$ cat config.mk
export PLATFORM = sky130hd
export DESIGN_NAME = tdm_demux_flat
export DESIGN_NICKNAME = d
export VERILOG_FILES = /design/src/rtl/tdm_demux_pkg.sv /design/src/rtl/tdm_demux_if.sv /design/src/rtl/tdm_demux_dmux.sv /design/src/rtl/tdm_demux.sv /design/src/flat_wrapper.sv
export SDC_FILE = /design/constraint.sdc
export NUM_CORES = 1
export LEC_CHECK = 0
export CAP_MARGIN = 20
export CORE_ASPECT_RATIO = 1.5
export CORE_MARGIN = 2
export CORE_UTILIZATION = 47
export CTS_CLUSTER_SIZE = 20
export DETAILED_ROUTE_END_ITERATION = 6
export PLACE_DENSITY_LB_ADDON = 0.1
export SLEW_MARGIN = 30
export SYNTH_ARGS = -nofsm -noshare
export SYNTH_HDL_FRONTEND = slang
export SYNTH_HIERARCHICAL = 1
export SYNTH_SLANG_ARGS = --single-unit
$ cat constraint.sdc
create_clock -name clk -period 3.6 [get_ports clk]
set_clock_uncertainty 0.15 [all_clocks]
set_input_delay 0.54 -clock clk [delete_from_list [all_inputs] [get_ports clk]]
set_output_delay 0.54 -clock clk [all_outputs]
set_load 0.005 [all_outputs]
$ cat src/rtl/tdm_demux_pkg.sv
`default_nettype none
// ============================================================================
// Module      : tdm_demux_pkg
// Description : Shared definitions for the TDM link (demux receive end and
//               future mux serializer): FSM state encodings and default
//               word width / frame size.
// Revision    : 1.0  initial release
// ============================================================================
package tdm_demux_pkg;

    // Default Hack word width and slots per frame
    localparam int DEF_WIDTH    = 16;
    localparam int DEF_CHANNELS = 8;

    // Framing state machine encodings
    typedef enum logic [0:0] {
        ST_HUNT   = 1'b0,
        ST_LOCKED = 1'b1
    } tdm_state_e;

endpackage : tdm_demux_pkg
`default_nettype wire

$ cat src/rtl/tdm_demux_if.sv
`default_nettype none
// ============================================================================
// Module      : tdm_demux_if
// Description : Link-side and channel-side signals of the TDM demux.
//               master : the link driver (drives in_*, err_clr)
//               slave  : the demux (drives out_*, frame_done, locked, sync_err)
//   in_valid   word valid this cycle, always accepted
//   in_sync    marks slot 0 word
//   in_data    slot word
//   err_clr    clears sticky sync_err
//   out_data   channel k at [k*WIDTH +: WIDTH]
//   out_load   one-hot per-channel update strobe
//   frame_done complete error-free frame landed
//   locked     framer is locked
//   sync_err   sticky framing error
// Revision    : 1.0  initial release
// ============================================================================
interface tdm_demux_if
    import tdm_demux_pkg::*;
#(
    parameter int WIDTH    = DEF_WIDTH,
    parameter int CHANNELS = DEF_CHANNELS
);
    logic                      in_valid;
    logic                      in_sync;
    logic [WIDTH-1:0]          in_data;
    logic                      err_clr;
    logic [CHANNELS*WIDTH-1:0] out_data;
    logic [CHANNELS-1:0]       out_load;
    logic                      frame_done;
    logic                      locked;
    logic                      sync_err;

    modport master (
        output in_valid, in_sync, in_data, err_clr,
        input  out_data, out_load, frame_done, locked, sync_err
    );

    modport slave (
        input  in_valid, in_sync, in_data, err_clr,
        output out_data, out_load, frame_done, locked, sync_err
    );

endinterface : tdm_demux_if
`default_nettype wire

$ cat src/rtl/tdm_demux_dmux.sv
`default_nettype none
// ============================================================================
// Module      : dmux_onehot
// Description : Combinational select decoder: turns a slot index plus an
//               enable into a one-hot channel load vector.
//   sel   slot index
//   en    write enable; all-zero output when low
//   load  one-hot load vector
// Revision    : 1.0  initial release
// ============================================================================
module dmux_onehot
    import tdm_demux_pkg::*;
#(
    parameter int CHANNELS = DEF_CHANNELS
) (
    input  logic [$clog2(CHANNELS)-1:0] sel,
    input  logic                        en,
    output logic [CHANNELS-1:0]         load
);
    localparam int SEL_W = $clog2(CHANNELS);

    for (genvar k = 0; k < CHANNELS; k++) begin : g_dec
        assign load[k] = en && (sel == SEL_W'(k));
    end

endmodule : dmux_onehot
`default_nettype wire

$ cat src/rtl/tdm_demux.sv
`default_nettype none
// ============================================================================
// Module      : tdm_demux
// Description : Receive end of the TDM link. Tracks slot position from the
//               slot-0 sync flag and steers each accepted word into its
//               channel holding register one cycle later.
//   clk, rst_n  clock, asynchronous active-low reset
//   bus         tdm_demux_if slave modport (link inputs, channel outputs)
// Revision    : 1.0  initial release
// ============================================================================
module tdm_demux
    import tdm_demux_pkg::*;
#(
    parameter int WIDTH    = DEF_WIDTH,
    parameter int CHANNELS = DEF_CHANNELS
) (
    input  logic       clk,
    input  logic       rst_n,
    tdm_demux_if.slave bus
);
    localparam int SEL_W = $clog2(CHANNELS);

    localparam logic [SEL_W-1:0] c_slot0     = '0;
    localparam logic [SEL_W-1:0] c_slot1     = SEL_W'(1);
    localparam logic [SEL_W-1:0] c_last_slot = SEL_W'(CHANNELS - 1);

    tdm_state_e                r_state;
    logic [SEL_W-1:0]          r_cnt;
    logic [CHANNELS*WIDTH-1:0] r_data;
    logic [CHANNELS-1:0]       r_load;
    logic                      r_frame_done;
    logic                      r_sync_err;

    tdm_state_e                w_state_nxt;
    logic [SEL_W-1:0]          w_cnt_nxt;
    logic [SEL_W-1:0]          w_sel;
    logic                      w_write;
    logic                      w_set_err;
    logic                      w_done;
    logic [CHANNELS-1:0]       w_load;

    // Framing decode for the current beat
    always_comb begin
        w_state_nxt = r_state;
        w_cnt_nxt   = r_cnt;
        w_sel       = c_slot0;
        w_write     = 1'b0;
        w_set_err   = 1'b0;
        w_done      = 1'b0;
        if (bus.in_valid) begin
            if (r_state == ST_HUNT) begin
                if (bus.in_sync) begin
                    w_write     = 1'b1;
                    w_cnt_nxt   = c_slot1;
                    w_state_nxt = ST_LOCKED;
                end
            end else if (r_cnt == c_slot0) begin
                if (bus.in_sync) begin
                    w_write   = 1'b1;
                    w_cnt_nxt = c_slot1;
                end else begin
                    // Missing sync: drop word and fall back to hunting
                    w_set_err   = 1'b1;
                    w_cnt_nxt   = c_slot0;
                    w_state_nxt = ST_HUNT;
                end
            end else if (!bus.in_sync) begin
                w_write   = 1'b1;
                w_sel     = r_cnt;
                w_cnt_nxt = r_cnt + c_slot1;
                // In-order path only reaches the last slot after a sync
                // and every slot in between, so the frame is complete.
                w_done    = (r_cnt == c_last_slot);
            end else begin
                // Early sync: abandon partial frame, restart at slot 0
                w_set_err = 1'b1;
                w_write   = 1'b1;
                w_cnt_nxt = c_slot1;
            end
        end
    end

    dmux_onehot #(
        .CHANNELS (CHANNELS)
    ) u_dmux (
        .sel  (w_sel),
        .en   (w_write),
        .load (w_load)
    );

    always_ff @(posedge clk or negedge rst_n) begin
        if (!rst_n) begin
            r_state      <= ST_HUNT;
            r_cnt        <= '0;
            r_load       <= '0;
            r_frame_done <= 1'b0;
            r_sync_err   <= 1'b0;
        end else begin
            r_state      <= w_state_nxt;
            r_cnt        <= w_cnt_nxt;
            r_load       <= w_load;
            r_frame_done <= w_done;
            // Set has priority over clear
            if (w_set_err) begin
                r_sync_err <= 1'b1;
            end else if (bus.err_clr) begin
                r_sync_err <= 1'b0;
            end
        end
    end

    for (genvar k = 0; k < CHANNELS; k++) begin : g_chan
        always_ff @(posedge clk or negedge rst_n) begin
            if (!rst_n) begin
                r_data[k*WIDTH +: WIDTH] <= '0;
            end else if (w_load[k]) begin
                r_data[k*WIDTH +: WIDTH] <= bus.in_data;
            end
        end
    end

    assign bus.out_data   = r_data;
    assign bus.out_load   = r_load;
    assign bus.frame_done = r_frame_done;
    assign bus.locked     = (r_state == ST_LOCKED);
    assign bus.sync_err   = r_sync_err;

endmodule : tdm_demux
`default_nettype wire

$ cat src/flat_wrapper.sv
// flat-port wrapper written by rule: the top's interface ports become plain ports
module tdm_demux_flat import tdm_demux_pkg::*;
#(
    parameter int WIDTH    = DEF_WIDTH,
    parameter int CHANNELS = DEF_CHANNELS
)
  (clk, rst_n, bus_in_valid, bus_in_sync, bus_in_data, bus_err_clr, bus_out_data, bus_out_load, bus_frame_done, bus_locked, bus_sync_err);
  tdm_demux_if #(.WIDTH(WIDTH), .CHANNELS(CHANNELS)) bus_i ();
  input  logic clk;
  input  logic rst_n;
  input wire logic [$bits(bus_i.in_valid)-1:0] bus_in_valid;
  input wire logic [$bits(bus_i.in_sync)-1:0] bus_in_sync;
  input wire logic [$bits(bus_i.in_data)-1:0] bus_in_data;
  input wire logic [$bits(bus_i.err_clr)-1:0] bus_err_clr;
  output wire logic [$bits(bus_i.out_data)-1:0] bus_out_data;
  output wire logic [$bits(bus_i.out_load)-1:0] bus_out_load;
  output wire logic [$bits(bus_i.frame_done)-1:0] bus_frame_done;
  output wire logic [$bits(bus_i.locked)-1:0] bus_locked;
  output wire logic [$bits(bus_i.sync_err)-1:0] bus_sync_err;
  assign bus_i.in_valid = bus_in_valid;
  assign bus_i.in_sync = bus_in_sync;
  assign bus_i.in_data = bus_in_data;
  assign bus_i.err_clr = bus_err_clr;
  assign bus_out_data = bus_i.out_data;
  assign bus_out_load = bus_i.out_load;
  assign bus_frame_done = bus_i.frame_done;
  assign bus_locked = bus_i.locked;
  assign bus_sync_err = bus_i.sync_err;
  tdm_demux #(.WIDTH(WIDTH), .CHANNELS(CHANNELS)) u_core (.clk(clk), .rst_n(rst_n), .bus(bus_i));
endmodule
==> reports/qor_table.md <==
| Parameter | Reported |
|:---|:---|
| Fraction of the yosys area taken by sequential cells | 0.6493 |
| P_sw | 1068 µW |
| Busiest grt layer | met2 |
| Number of fillers in the final layout | 829 |
| Post-layout minimum cycle time | 2.917 ns |
| Global-route wire length before repair | 20,820 µm |
| TritonRoute pass-1 iters | 4 |
| Total of max-cap violations | 0 |
| Crit path cell chain | inv_1 > ha_1 > and2b_2 > ha_1 > a21oi_1 > and4bb_2 > mux2_2 |
| Unique cell type count in the Yosys netlist | 26 |
| Core box area | 11,410 µm² |
| Deepest clock path buffer count | 2 |
| Number of instances in the placed design | 625 |
| Initial Util | 0.4796 |
| Area overhead of the layout relative to synthesis | 42.25% |
| Endpoint class of the critical path | flip-flop |
| Resized Gates After CTS | 0 |
| Total power divided by cell area | 575.6 nW/µm² |
| Area of the mapped netlist | 5473 µm² |
| Final Hold Viols | 2 |
| Die height | 136.2 µm |
| Setup total negative slack | 0 ns |
| Max-slew headroom | 0.5302 |
| Peak supply drop | 349.2 µV |
| Via count of the first global-routing pass | 3,652 |
| Worst-Margin Slew | 0.7047 ns |
| Crit-path leading delay family | simple AND/OR/NAND/NOR gates |
| Critical path start-end classification | reg2reg |
| CP max stage delay | 0.76 ns |
| Root Buffer Master | clkbuf_16 |
| GR Layer Usage met1 | 0.2823 |
| Required time of the worst setup path | 3.74 ns |
| Static leakage | 0.003586 µW |
| Number of H-tree levels | 4 |
| Full die area | 12,540 µm² |
| Worst-case hold slack | -0.01342 ns |
| Residual antenna-violating net count after detailed routing | 0 |
| Row Count | 48 |
| I/O pin count | 160 |
| Die width | 92.11 µm |
| Cell occurring most often along the worst timing path | ha_1 |
| NumNets Final | 519 |
| Classification of the worst-slack hold path | in2async |
| Buffers inserted during post-CTS setup optimization | 0 |
| Setup repair after global routing missed its margin | false |
| Largest net degree at the start of global routing | 76 |
| Non-filler instance count after layout | 657 |
| Post-synthesis sequential element count | 142 |
| Count of hold-fix buffers inserted at cts | 0 |
| Number of I/O port buffers | 159 |
| Post-route core utilization | 0.6822 |
| Post-synthesis cell count | 322 |
| FF-to-FF setup slack | 0.68 ns |
| Detail Placement HPWL | 8786 µm |
| First-iteration detailed-routing DRC count | 127 |
| Total number of yosys warnings | 6 |
| Clk slew on worst S/H paths | 0.06 ns |
| Detailed-route wire length per cell | 19.83 µm |
| Sequential fraction of design power | 0.436 |
| Timing-limited maximum frequency | 0.3428 GHz |
| CTS tree | done |
| CTS buffer count | 17 |
| Total gr overflow | 0 |
| Final period utilization | 0.8104 |
| Post-Route WL | 13,030 µm |
| CP Launch Type | flip-flop |
| Violated checks | negative hold slack |
| Internal power consumption | 3413 µW |
| Switching power as a share of total power | 0.2383 |
| Run status | complete, but fails checks |
| Average footprint of a synthesized cell | 17.00 µm² |
| Crit path buffers/inverters | 1 |
| Number of antenna cells inserted | 0 |
| Grt met2 use | 0.3681 |
| Detailed-route DRC error count | 0 |
| Met3 track demand over resource in global routing | 0.07761 |
| Clk network pwr share | 0.374 |
| Proportion of power drawn by combinational gates | 0.190 |
| Worst Path Arrival | 3.05 ns |
| Endpoints failing setup | 0 |
| RD Place Congestion | 0.8032 |
| Overall global routing resource usage | 0.2228 |
| Critical path fanouts, max | 17 |
| Initial antenna violation count | 0 |
| Total area of multi-input combinational cells | 1724 µm² |
| Via-to-Cell Ratio | 5.125 |
| Clock latency on the worst-skew pair | 0.40 ns |
| Number of pins exceeding their max-slew limit in the final report | 0 |
| Number of nets in the synthesized netlist | 347 |
| FF/Latch Area | 3553 µm² |
| Via Count | 3,367 |
| TritonCTS sink count | 142 |
| Fraction of layout instances using a drive strength above 1 | 0.3590 |
| Critical path's slowest cell | and4bb_2 |
[cell usage after synthesis]
master / instances / area, µm²
and4_2: 1 / 10.01
mux2_2: 128 / 1441
and2_1: 1 / 6.260
o21ai_1: 1 / 5.000
dfrtp_1: 142 / 3553
clkbuf_2: 1 / 5.000
a21o_1: 1 / 7.510
o2bb2ai_1: 1 / 8.760
and4bb_2: 3 / 37.54
nand2_2: 1 / 6.260
and4b_2: 3 / 33.78
and2b_2: 1 / 8.760
nor4b_2: 1 / 15.01
a22o_1: 1 / 8.760
nor3b_1: 1 / 7.510
nand2b_1: 1 / 6.260
nor3_1: 2 / 10.01
o22ai_1: 1 / 6.260
inv_1: 5 / 18.77
and4b_1: 1 / 10.01
nor4_1: 1 / 6.260
ha_1: 4 / 50.05
a221o_1: 1 / 10.01
nor3_2: 1 / 10.01
buf_6: 16 / 180.2
a21oi_1: 2 / 10.01
[power groups by stage]
stage          logic [µW]  clock network [µW]  registers (µW)
2_1_floorplan         262                   0            1980
3_3_place_gp          845                   0            1970
3_5_place_dp          863                   0            1980
4_1_cts               867                1720            1960
5_1_grt               917                1790            1980
6_report              852                1680            1950
[layout make-up]
class | instances | area share
tap | 150 | 0.02411
timing repair buffer | 170 | 0.2216
inverter | 5 | 0.002411
clock inverter | 14 | 0.01880
multi-input combinational | 158 | 0.2215
sequential | 142 | 0.4564
clock buffer | 18 | 0.05513
[path summary, 6_finish.rpt]
path / start / to / cells after the start
max: u_core/r_cnt[0] / u_core/bus.out_data[42] / 7
min: rst_n / u_core/bus.out_data[45] / 1
max reg2reg: u_core/r_cnt[0] / u_core/bus.out_data[42] / 7
min reg2reg: u_core/bus.out_data[51] / u_core/bus.out_data[51] / 1
max in group asynchronous: rst_n / u_core/bus.out_data[44] / 2
min in group clk: u_core/bus.out_data[51] / u_core/bus.out_data[51] / 1
[logic make-up (layout without fill, tap and decap cells)]
logic type | Yosys count | count (layout) | synth area share
DFF | 142 | 142 | 0.6493
AOI/OAI and AO/OA | 8 | 8 | 0.01029
buffers and inverters | 22 | 207 | 0.03726
muxes | 128 | 128 | 0.2634
adders and majority gates | 4 | 4 | 0.009145
and+or+nand+nor | 18 | 18 | 0.03064
[through the flow]
stage / hold WS, ns / area, µm² / setup WS [ns] / total power [µW]
after floorplan: 0.09441 / 5473 / 1.038 / 2240
after global placement: 0.3389 / 7209 / 0.3981 / 2813
after detailed placement: 0.3445 / 7209 / 0.2996 / 2843
after CTS: 0.03011 / 7785 / 0.6671 / 4540
after global routing: 0.03879 / 7785 / 0.4793 / 4693
final: -0.01342 / 7785 / 0.6827 / 4481
[layer usage]
metal / wire [µm] / up-vias
met1: 5406 / 1744
li1: - / 1502
met2: 6792 / 112
met3: 698 / 9
met5: 0 / -
met4: 129 / 0
[worst reg2reg max path, delay by kind of cell, from the launching register on]
| family | cells | cell delay, ns |
|---|---|---|
| and+or+nand+nor | 2 | 0.99 |
| muxes | 1 | 0.42 |
| adders and majority gates | 2 | 0.38 |
| DFF | 1 | 0.39 |
| AOI/OAI and AO/OA | 1 | 0.38 |
| buffers and inverters | 1 | 0.09 |
[layout by cell type (no fill, tap or decap), types with 2 or more instances in the layout]
cell | Yosys | layout
bufinv_16 | 0 | 2
ha_1 | 4 | 4
clkinv_2 | 0 | 3
dfrtp_1 | 142 | 142
a21oi_1 | 2 | 2
and4bb_2 | 3 | 3
clkdlybuf4s50_1 | 0 | 158
clkinvlp_4 | 0 | 6
and4b_2 | 3 | 3
buf_4 | 0 | 7
clkinv_4 | 0 | 3
inv_1 | 5 | 5
buf_12 | 0 | 4
clkbuf_16 | 0 | 17
mux2_2 | 128 | 128
nor3_1 | 2 | 2
[sequential cells by signal, indices dropped and copies added (netlist names)]
name / flops
u_core/bus.out_data: 128
u_core/bus.out_load: 8
u_core/r_cnt: 3
u_core/bus.frame_done: 1
u_core/bus.locked: 1
u_core/bus.sync_err: 1
No activity file was read; power rests on OpenSTA's default activity.
